## config.mk

```make
export PLATFORM = sky130hd
export DESIGN_NAME = event_sync_hub
export DESIGN_NICKNAME = d
export VERILOG_FILES = /design/src/rtl/event_sync_hub.sv
export SDC_FILE = /design/constraint.sdc
export NUM_CORES = 1
export LEC_CHECK = 0
export ABC_AREA = 1
export CAP_MARGIN = 15
export CORE_UTILIZATION = 25
export CTS_CLUSTER_SIZE = 28
export DETAILED_ROUTE_END_ITERATION = 8
export PLACE_DENSITY = 0.54
export SYNTH_ARGS = -nofsm -noshare
export SYNTH_HDL_FRONTEND = slang
export SYNTH_SLANG_ARGS = --single-unit
```

## constraint.sdc

```tcl
create_clock -name clk -period 1.7 [get_ports clk]
set_input_delay 0.34 -clock clk [delete_from_list [all_inputs] [get_ports clk]]
set_output_delay 0.34 -clock clk [all_outputs]
set_load 0.005 [all_outputs]
```

## src/rtl/event_sync_hub.sv

```systemverilog
// event_sync_hub
//
// Hardware rendezvous point between trigger sources and control FSMs that
// must block on them. Every event channel keeps a sticky "triggered" flag
// and a saturating trigger count. Each waiter slot arms on one event in one
// of two modes:
//   edge mode   : only a trigger that arrives after the arm edge matches.
//   sticky mode : an already-set flag, or a trigger at the arm edge, matches
//                 immediately.
// On a match the slot raises wake for one cycle. It also captures the
// timestamp of the matching edge.
//
// Ports
//   clk        : system clock, rising edge
//   rstn       : asynchronous active-low reset
//   trig       : [NUM_EVENTS]   single-cycle trigger per event
//   clr        : [NUM_EVENTS]   clear flag and count of an event
//   arm        : [NUM_WAITERS]  arm request per waiter slot
//   arm_sel    : [NUM_WAITERS*SEL_W] event select; slot w uses [w*SEL_W +: SEL_W]
//   arm_sticky : [NUM_WAITERS]  1 = sticky mode, 0 = edge mode
//   cancel     : [NUM_WAITERS]  abort a waiting slot
//   wake       : [NUM_WAITERS]  one-cycle wake pulse
//   wake_ts    : [NUM_WAITERS*TS_W] timestamp of the matching edge, held
//   waiting    : [NUM_WAITERS]  slot is blocked waiting for its event
//   triggered  : [NUM_EVENTS]   sticky triggered flags
//   trig_cnt   : [NUM_EVENTS*CNT_W] saturating trigger counts
//   now        : [TS_W]         free-running timestamp
module event_sync_hub #(
  parameter int NUM_EVENTS  = 4,
  parameter int NUM_WAITERS = 2,
  parameter int CNT_W       = 8,
  parameter int TS_W        = 16,
  localparam int SEL_W      = $clog2(NUM_EVENTS)
) (
  input  logic                         clk,
  input  logic                         rstn,
  input  logic [NUM_EVENTS-1:0]        trig,
  input  logic [NUM_EVENTS-1:0]        clr,
  input  logic [NUM_WAITERS-1:0]       arm,
  input  logic [NUM_WAITERS*SEL_W-1:0] arm_sel,
  input  logic [NUM_WAITERS-1:0]       arm_sticky,
  input  logic [NUM_WAITERS-1:0]       cancel,
  output logic [NUM_WAITERS-1:0]       wake,
  output logic [NUM_WAITERS*TS_W-1:0]  wake_ts,
  output logic [NUM_WAITERS-1:0]       waiting,
  output logic [NUM_EVENTS-1:0]        triggered,
  output logic [NUM_EVENTS*CNT_W-1:0]  trig_cnt,
  output logic [TS_W-1:0]              now
);

  typedef enum logic [1:0] {
    S_IDLE = 2'd0,
    S_WAIT = 2'd1,
    S_WAKE = 2'd2
  } state_e;

  localparam logic [CNT_W-1:0] CNT_MAX = '1;

  logic [TS_W-1:0]       now_q;
  logic [NUM_EVENTS-1:0] flag_vec;

  // Free-running timestamp; wraps naturally at 2^TS_W.
  always_ff @(posedge clk or negedge rstn) begin
    if (!rstn) begin
      now_q <= '0;
    end else begin
      now_q <= now_q + 1'b1;
    end
  end

  assign now       = now_q;
  assign triggered = flag_vec;

  genvar gi;

  // Event channels: sticky flag plus saturating counter.
  generate
    for (gi = 0; gi < NUM_EVENTS; gi++) begin : g_event
      logic             flag_q, flag_d;
      logic [CNT_W-1:0] cnt_q, cnt_d;

      always_comb begin
        flag_d = flag_q;
        cnt_d  = cnt_q;
        if (trig[gi]) begin
          flag_d = 1'b1;
          // A coincident clear restarts the count with this trigger.
          if (clr[gi]) begin
            cnt_d = CNT_W'(1);
          end else if (cnt_q != CNT_MAX) begin
            cnt_d = cnt_q + 1'b1;
          end
        end else if (clr[gi]) begin
          flag_d = 1'b0;
          cnt_d  = '0;
        end
      end

      always_ff @(posedge clk or negedge rstn) begin
        if (!rstn) begin
          flag_q <= 1'b0;
          cnt_q  <= '0;
        end else begin
          flag_q <= flag_d;
          cnt_q  <= cnt_d;
        end
      end

      assign flag_vec[gi]                  = flag_q;
      assign trig_cnt[gi*CNT_W +: CNT_W]   = cnt_q;
    end
  endgenerate

  // Waiter slots.
  generate
    for (gi = 0; gi < NUM_WAITERS; gi++) begin : g_waiter
      state_e           state_q;
      logic [SEL_W-1:0] sel_q;
      logic             sticky_q;
      logic [TS_W-1:0]  ts_q;
      logic             wake_q;
      logic             waiting_q;

      logic [SEL_W-1:0] arm_sel_w;
      logic             sel_ok;
      logic             arm_hit;
      logic             wait_hit;

      assign arm_sel_w = arm_sel[gi*SEL_W +: SEL_W];

      // When NUM_EVENTS is a power of two every select encoding is valid.
      if ((2 ** SEL_W) == NUM_EVENTS) begin : g_sel_full
        assign sel_ok = 1'b1;
      end else begin : g_sel_part
        assign sel_ok = (arm_sel_w < SEL_W'(NUM_EVENTS));
      end

      // Sticky arm matches an existing flag or a trigger on the arm edge.
      assign arm_hit  = sel_ok && arm_sticky[gi] &&
                        (flag_vec[arm_sel_w] || trig[arm_sel_w]);
      // While waiting, an edge match needs a fresh trigger; sticky also
      // accepts the flag, which can only return after a clear.
      assign wait_hit = trig[sel_q] || (sticky_q && flag_vec[sel_q]);

      always_ff @(posedge clk or negedge rstn) begin
        if (!rstn) begin
          state_q   <= S_IDLE;
          sel_q     <= '0;
          sticky_q  <= 1'b0;
          ts_q      <= '0;
          wake_q    <= 1'b0;
          waiting_q <= 1'b0;
        end else begin
          wake_q    <= 1'b0;
          waiting_q <= 1'b0;
          case (state_q)
            S_IDLE: begin
              if (arm[gi] && sel_ok) begin
                sel_q    <= arm_sel_w;
                sticky_q <= arm_sticky[gi];
                if (arm_hit) begin
                  state_q <= S_WAKE;
                  wake_q  <= 1'b1;
                  ts_q    <= now_q;
                end else begin
                  state_q   <= S_WAIT;
                  waiting_q <= 1'b1;
                end
              end
            end
            S_WAIT: begin
              // Cancel has priority over a coincident trigger.
              if (cancel[gi]) begin
                state_q <= S_IDLE;
              end else if (wait_hit) begin
                state_q <= S_WAKE;
                wake_q  <= 1'b1;
                ts_q    <= now_q;
              end else begin
                waiting_q <= 1'b1;
              end
            end
            S_WAKE: begin
              state_q <= S_IDLE;
            end
            default: begin
              state_q <= S_IDLE;
            end
          endcase
        end
      end

      assign wake[gi]                 = wake_q;
      assign waiting[gi]              = waiting_q;
      assign wake_ts[gi*TS_W +: TS_W] = ts_q;
    end
  endgenerate

endmodule

```

==> results of run 1 <==
[worst paths after layout]
check                                                  end  slack, ns  cells after the start
hold reg to reg            g_waiter[0].ts_q[8]$_DFFE_PN0P_       0.51                      2
setup / recovery                                    now[8]       0.05                      1
setup reg to reg           g_event[2].cnt_q[7]$_DFFE_PN0P_       0.16                     11
max in group asynchronous                now[12]$_DFF_PN0_       0.65                      3
hold / removal             g_event[3].cnt_q[5]$_DFFE_PN0P_       0.48                      2
min in group clk           g_waiter[0].ts_q[8]$_DFFE_PN0P_       0.51                      2
[registers in the layout (all words and copies together) (netlist names)]
signal / flops
g_waiter.ts_q: 32
g_event.cnt_q: 32
g_event.flag_q: 4
g_waiter.sticky_q: 2
g_waiter.state_q: 4
now: 16
g_waiter.waiting_q: 2
g_waiter.sel_q: 4
g_waiter.wake_q: 2
[metal layers]
metal	routed length, um	share of wire [%]	global-route usage (%)
met5	0	0	0
met4	119	0.91	3.60
met3	627	4.8	4.07
met2	5990	46	22.2
met1	6330	48	18.4
[final cells by class]
cell class / instances / area [um2]
Fill cell: 1935 / 11900
Sequential cell: 98 / 2480
Multi-Input combinational cell: 403 / 2010
Timing Repair Buffer: 167 / 1590
Tap cell: 234 / 293
Clock buffer: 10 / 239
Inverter: 57 / 214
Clock inverter: 6 / 53.8
[logic make-up after synthesis]
family	synth area share, %
adder cells (fa/ha/maj)	1.31
flip-flops	51.2
XOR/XNOR	2.56
AND/OR/NAND/NOR	31.9
AO/OA/AOI/OAI	6.11
buffers and inverters	6.97
[cell usage in the layout, fill, tap and decap left out, types with 5 or more instances in the layout]
master	n
nand2_1	179
clkdlybuf4s50_1	99
dfrtp_1	76
nand3_1	63
buf_4	55
inv_1	49
nor2_1	32
o21ai_0	29
dfrtp_2	22
nand4_1	18
a21oi_1	16
xor2_1	10
clkbuf_16	9
nand2_2	8
nand3_2	6
nand2_4	6
nor2_2	5
inv_2	5
ha_1	5
dlymetal6s2s_1	5
[stage by stage]
step / area, um2 / setup slack, ns / power, W / setup TNS (ns) / hold WS [ns]
floorplan: 4790 / 0.272 / 0.00356 / 0 / 0.0444
global placement: 6440 / -0.114 / 0.00433 / -3.42 / 0.323
detailed placement: 6440 / -0.136 / 0.00433 / -3.60 / 0.322
CTS: 6780 / 0.000931 / 0.00647 / 0 / 0.484
global route: 6880 / -0.00158 / 0.00674 / -0.00158 / 0.504
finish: 6880 / 0.0451 / 0.00635 / 0 / 0.481
[power breakdown]
group | switching (W) | internal, W
logic | 0.000723 | 0.000750
clock network | 0.000994 | 0.00107
registers | 0.000212 | 0.00261
[timing repair]
action / in CTS / in global routing
hold buffers: 1 / 0
cloned: 0 / 0
setup buffers: 3 / 9
setup endpoints to repair: 17 / 23
hold endpoints to repair: 26 / 0
gates resized for setup: 14 / 17
==> impl_results.md, run 1 <==
- Outcome: finished, final reports clean
- Critical path class: flop to output pin
- # DRC: 0
- CTS clk-pin slew, worst paths: approximately 0.080 ns
- Crit path cell chain: clkdlybuf4s50_1
- CTS Buf Count: 9
- Maximum buffer depth of the clock tree: 2
- Number of global-route vias before repair: 4,136
- Most area-consuming cells after synthesis: dfrtp_1 (51%), nand2_1 (14%), nand3_1 (6.6%), inv_1 (3.8%), o21ai_0 (3.0%)
- Crit path buf inv count: 1
- Synth cell types: 34
- Slowest stage cell, crit path: clkdlybuf4s50_1
- Detailed Route Iter0 Violations: ~140
- Crit path capture type: output pin
- Standard-cell rows: 50
- DIE AREA: 19,700 um2
- Ys flop type: dfrtp_1
- Post-Synthesis Cells: about 570
- Root buffer cell: clkbuf_16
- Drt pass-1 iters: 4
- Synth top area share: roughly half
- CP Launch Type: flop
- Gr ovfl total: 0
- Power Dens Cells: ~900 nW/um2
- Ant. Diodes: 0
- Clock sinks: between 90 and 100
- Post-route minimum period: roughly 1.7 ns
- List of most frequent post-synthesis cells: nand2_1 (179), dfrtp_1 (98), nand3_1 (63)
- Placer Congestion: 0.825
- Worst Path Max Fanout: 6
- Cell area after synthesis: between 4000 and 5000 um2
- Vias per cell: 4.38
- DPL Wire Length: between 9000 and 10,000 um
- Synth async-reset ratio: between 90% and 100%
- PortBufs: roughly 110
- Worst VDD drop: 0.000520 V
- Core area: ~19,000 um2
- Syn nets: between 500 and 600
- Die W: 140 um
- Maxcap violations: 0
- Htree depth: 3
- Number of synthesized flops with an enable pin: 0
- Chip Height: between 100 and 150 um
- Total track usage: around 14%
- Post-Place Cells: between 900 and 1,000
- First-pass GRT wire length: between 20,000 and 25,000 um
- Register bit total from synthesis: 98
- Share of cells above drive strength 1: ~18%
- Crit path DAT: 1.31 ns
- Part of the Yosys area used for sequential elements: 51.2%
- WL final: roughly 13,000 um
- Post-DR wirelength/cell: between 10 and 15 um
- Initial antenna violation count: 1
- Worst min path class: input pin to asynchronous set/reset pin
- Clock skew: 0.0100 ns
- Worst-margin pin slew: around 0.44 ns
- Slowest stage delay, CP: ~0.53 ns
- Required @ worst endpoint: between 1 and 1.5 ns
- Skew-Pair Late Insertion Delay: around 0.35 ns
- Worst setup path start: now[8]$_DFF_PN0_
- Fmax: roughly 600 MHz
- Post-synth top area cell: dfrtp_1
- Synth-to-Final Area Change: 43.5%
- Pins Over Slew Limit: 0
- Initial Utilization: about a quarter
- Period Utilization, post-route: 97.3%
- Worst path top cell family by delay: buffers and inverters
- Most frequent cell after synthesis: nand2_1
- Fin cells: between 900 and 1,000
- Final setup viols: 0
- P_leak: about 3.2 nW
- RR Startpoint: g_event[2].cnt_q[0]$_DFFE_PN0P_
- Finished Core Util: between 30% and 40%
- Largest net degree at the start of global routing: 37
- CTS tree: yes
- Total number of vias: between 4,000 and 5,000
- Final net count: around 760
- I/O pin count: ~110
- Routed Antenna Nets: 0
- Final hold vios: 0
- Mean Syn Cell Area: about 8.4 um2
- Synthesis Warnings: 0
- Slew HR: a little under three quarters
No activity file was read; power rests on OpenSTA's default activity.
==> inputs of run 2 (changes only) <==
- DONT_BUFFER_PORTS: default -> 1
- PLACE_DENSITY: 0.54 -> 0.47
==> run 2 against run 1 <==
The run now ends with negative hold slack left. Register-to-register slack worse by 0.03 ns. Cell count decreased by 15%. Fmax increased by 5.3%. Hold slack got worse by 0.81 ns. Power fell by 6.7%. Largest power group unchanged. Highest routed layer unchanged.
==> impl_results.md, run 2 (synthesis results as in run 1) <==
- PortBufs: 0
- Drt pass-1 iters: 4
- CP Launch Type: flop
- FF+latch area: about 2500 um2
- Total number of vias: 3,857
- Crit path DAT: 1.82 ns
- Fillers: about 2,000
- Gr ovfl total: 0
- Worst setup path start: g_event[2].cnt_q[0]$_DFFE_PN0P_
- Pins Over Slew Limit: 0
- DIE AREA: slightly below 20,000 um2
- Multi-input combinational cell area: between 2000 and 2500 um2
- Root buffer cell: clkbuf_16
- Worst VDD drop: a little under 0.0006 V
- Htree depth: 3
- Final setup viols: 0
- Critical path class: flop to flop
- Crit path buf inv count: 1
- Worst-margin pin slew: just over 0.4 ns
- Fin cells: approximately 830
- Post-CTS Setup Inserts: 0
- Chip Height: 140 um
- First-pass GRT wire length: a little over 20,000 um
- RSZ-0062 raised after global routing: false
- Final net count: ~600
- Post-Place Cells: 809
- Failing checks: negative hold slack
- WL final: ~12,000 um
- Post-route minimum period: 1.57 ns
- Critical path depth: 10
- Share of cells above drive strength 1: between 10% and 20%
- Crit path capture type: flop
- CTS clk-pin slew, worst paths: 0.08 ns
- Slowest stage cell, crit path: dfrtp_2
- Number of global-route vias before repair: ~3,900
- Ant. Diodes: 0
- Required @ worst endpoint: a little under 2 ns
- Commonest non-fill, non-tap cell in the layout: nand2_1
- Slowest stage delay, CP: between 0.4 and 0.5 ns
- Hold_ws: -0.326 ns
- Skew-Pair Late Insertion Delay: approximately 0.35 ns
- Standard-cell rows: 50
- Power Dens Cells: 1090 nW/um2
- Worst path top cell family by delay: simple AND/OR/NAND/NOR gates
- Crit-path most repeated cell: nand2_1
- Vias per cell: around 4.7
- Post-DR wirelength/cell: ~15 um
- Outcome: complete, but fails checks
- Flop-to-flop setup slack: approximately 0.13 ns
- # DRC: 0
- Worst min path class: input pin to asynchronous set/reset pin
- CTS Buf Count: 9
- Worst setup path endpoint: g_event[2].cnt_q[7]$_DFFE_PN0P_
- DPL Wire Length: ~9100 um
- Reg2Reg Depth: 10
- Clock skew: about 0.011 ns
- Slew HR: 73.0%
- Period Utilization, post-route: between 90% and 100%
- Clock sinks: 98
- CTS tree: yes
- Maximum buffer depth of the clock tree: 2
- Setup TNS: 0 ns
- Synth-to-Final Area Change: 13.3%
- Maxcap violations: 0
- Routed Antenna Nets: 0
- Initial Utilization: between 20% and 30%
- Crit path cell chain: ha_1, nand2_1, nor2_2, nand3_1, nand2_2, nand2_2, nand2_1, nand2_1, nand2_1, inv_1
- Largest net degree at the start of global routing: a little under 100
- Worst Path Max Fanout: 9
- Total track usage: around an eighth
- Final hold vios: between 90 and 100
- RR Startpoint: g_event[2].cnt_q[0]$_DFFE_PN0P_
- Placer Congestion: between 0.8 and 0.9
- Die W: 140 um
- Core area: approximately 19,000 um2
- Commonest non-fill, non-tap cells in the layout: nand2_1 (177), dfrtp_1 (96), nand3_1 (63)
- P_leak: 2.60 nW
- Detailed Route Iter0 Violations: 193
- I/O pin count: ~110
- Initial antenna violation count: 0
- Reg2reg end: g_event[2].cnt_q[7]$_DFFE_PN0P_
- Fmax: about 640 MHz
## run 2: changes by cell type in the layout (fill, tap and decap cells not counted), sizes merged
cell and change:
clkinv +1, dlygate4sd2 -2, bufinv +1, buf -43
clkdlybuf4s50 -99, clkbuf -1, dlymetal6s2s -5, dlygate4sd3 -1
clkinvlp -1
## run 2: routing by layer
metal / up-vias / global-route usage [%] / share of wire [%]
met1: 1827 / 16.2 / 43
met5: - / 0 / 0
li1: 1881 / - / -
met2: 137 / 22.2 / 48
met3: 12 / 4.27 / 8.0
met4: 0 / 4.29 / 1.1
## run 2: final cells by class
cell class	count	area share (%)
Sequential cell	98	45.2
Clock buffer	9	4.15
Multi-Input combinational cell	403	37.1
Clock inverter	7	1.66
Tap cell	234	5.39
Inverter	57	3.94
Timing Repair Buffer	17	2.58
## run 2: where the power goes
group	internal (W)	switching, W
registers	0.00261	0.000267
logic	0.000316	0.000514
clock network	0.00119	0.00103
## run 2: worst min-delay path by stage
stage	start	to	slack, ns	cells past startpoint
finish	rstn	g_event[3].cnt_q[6]$_DFFE_PN0P_	-0.33	0
floorplan	rstn	g_event[0].cnt_q[0]$_DFFE_PN0P_	0.04	0
global route	rstn	g_event[3].cnt_q[6]$_DFFE_PN0P_	-0.35	0
global placement	rstn	g_event[3].cnt_q[5]$_DFFE_PN0P_	0.05	0
CTS	rstn	g_event[1].cnt_q[6]$_DFFE_PN0P_	-0.34	0
detailed placement	rstn	g_event[3].cnt_q[5]$_DFFE_PN0P_	0.05	0
## run 2: worst reg2reg max path: cells and delay by family (launching register included)
| family | cells | cell delay (ns) |
|---|---|---|
| simple gates | 8 | 0.84 |
| buf+inv | 1 | 0.03 |
| fa+ha+maj | 1 | 0.19 |
| flops | 1 | 0.42 |
## run 2: what timing repair did
action,4_1_cts,5_1_grt
setup endpoints to repair,0,4
endpoints found under the hold margin,98,98
gates resized for setup,0,4
## run 2: metrics by stage
| stage | instance area [um2] | utilization (%) | setup slack [ns] | total power [W] |
|---|---|---|---|---|
| global route | 5430 | 28.9 | 0.0105 | 0.00630 |
| detailed placement | 5110 | 27.2 | 0.0927 | 0.00377 |
| CTS | 5420 | 28.9 | 0.0811 | 0.00605 |
| global placement | 5110 | 27.2 | 0.143 | 0.00375 |
| finish | 5430 | 28.9 | 0.128 | 0.00593 |
| floorplan | 4790 | - | 0.272 | 0.00356 |
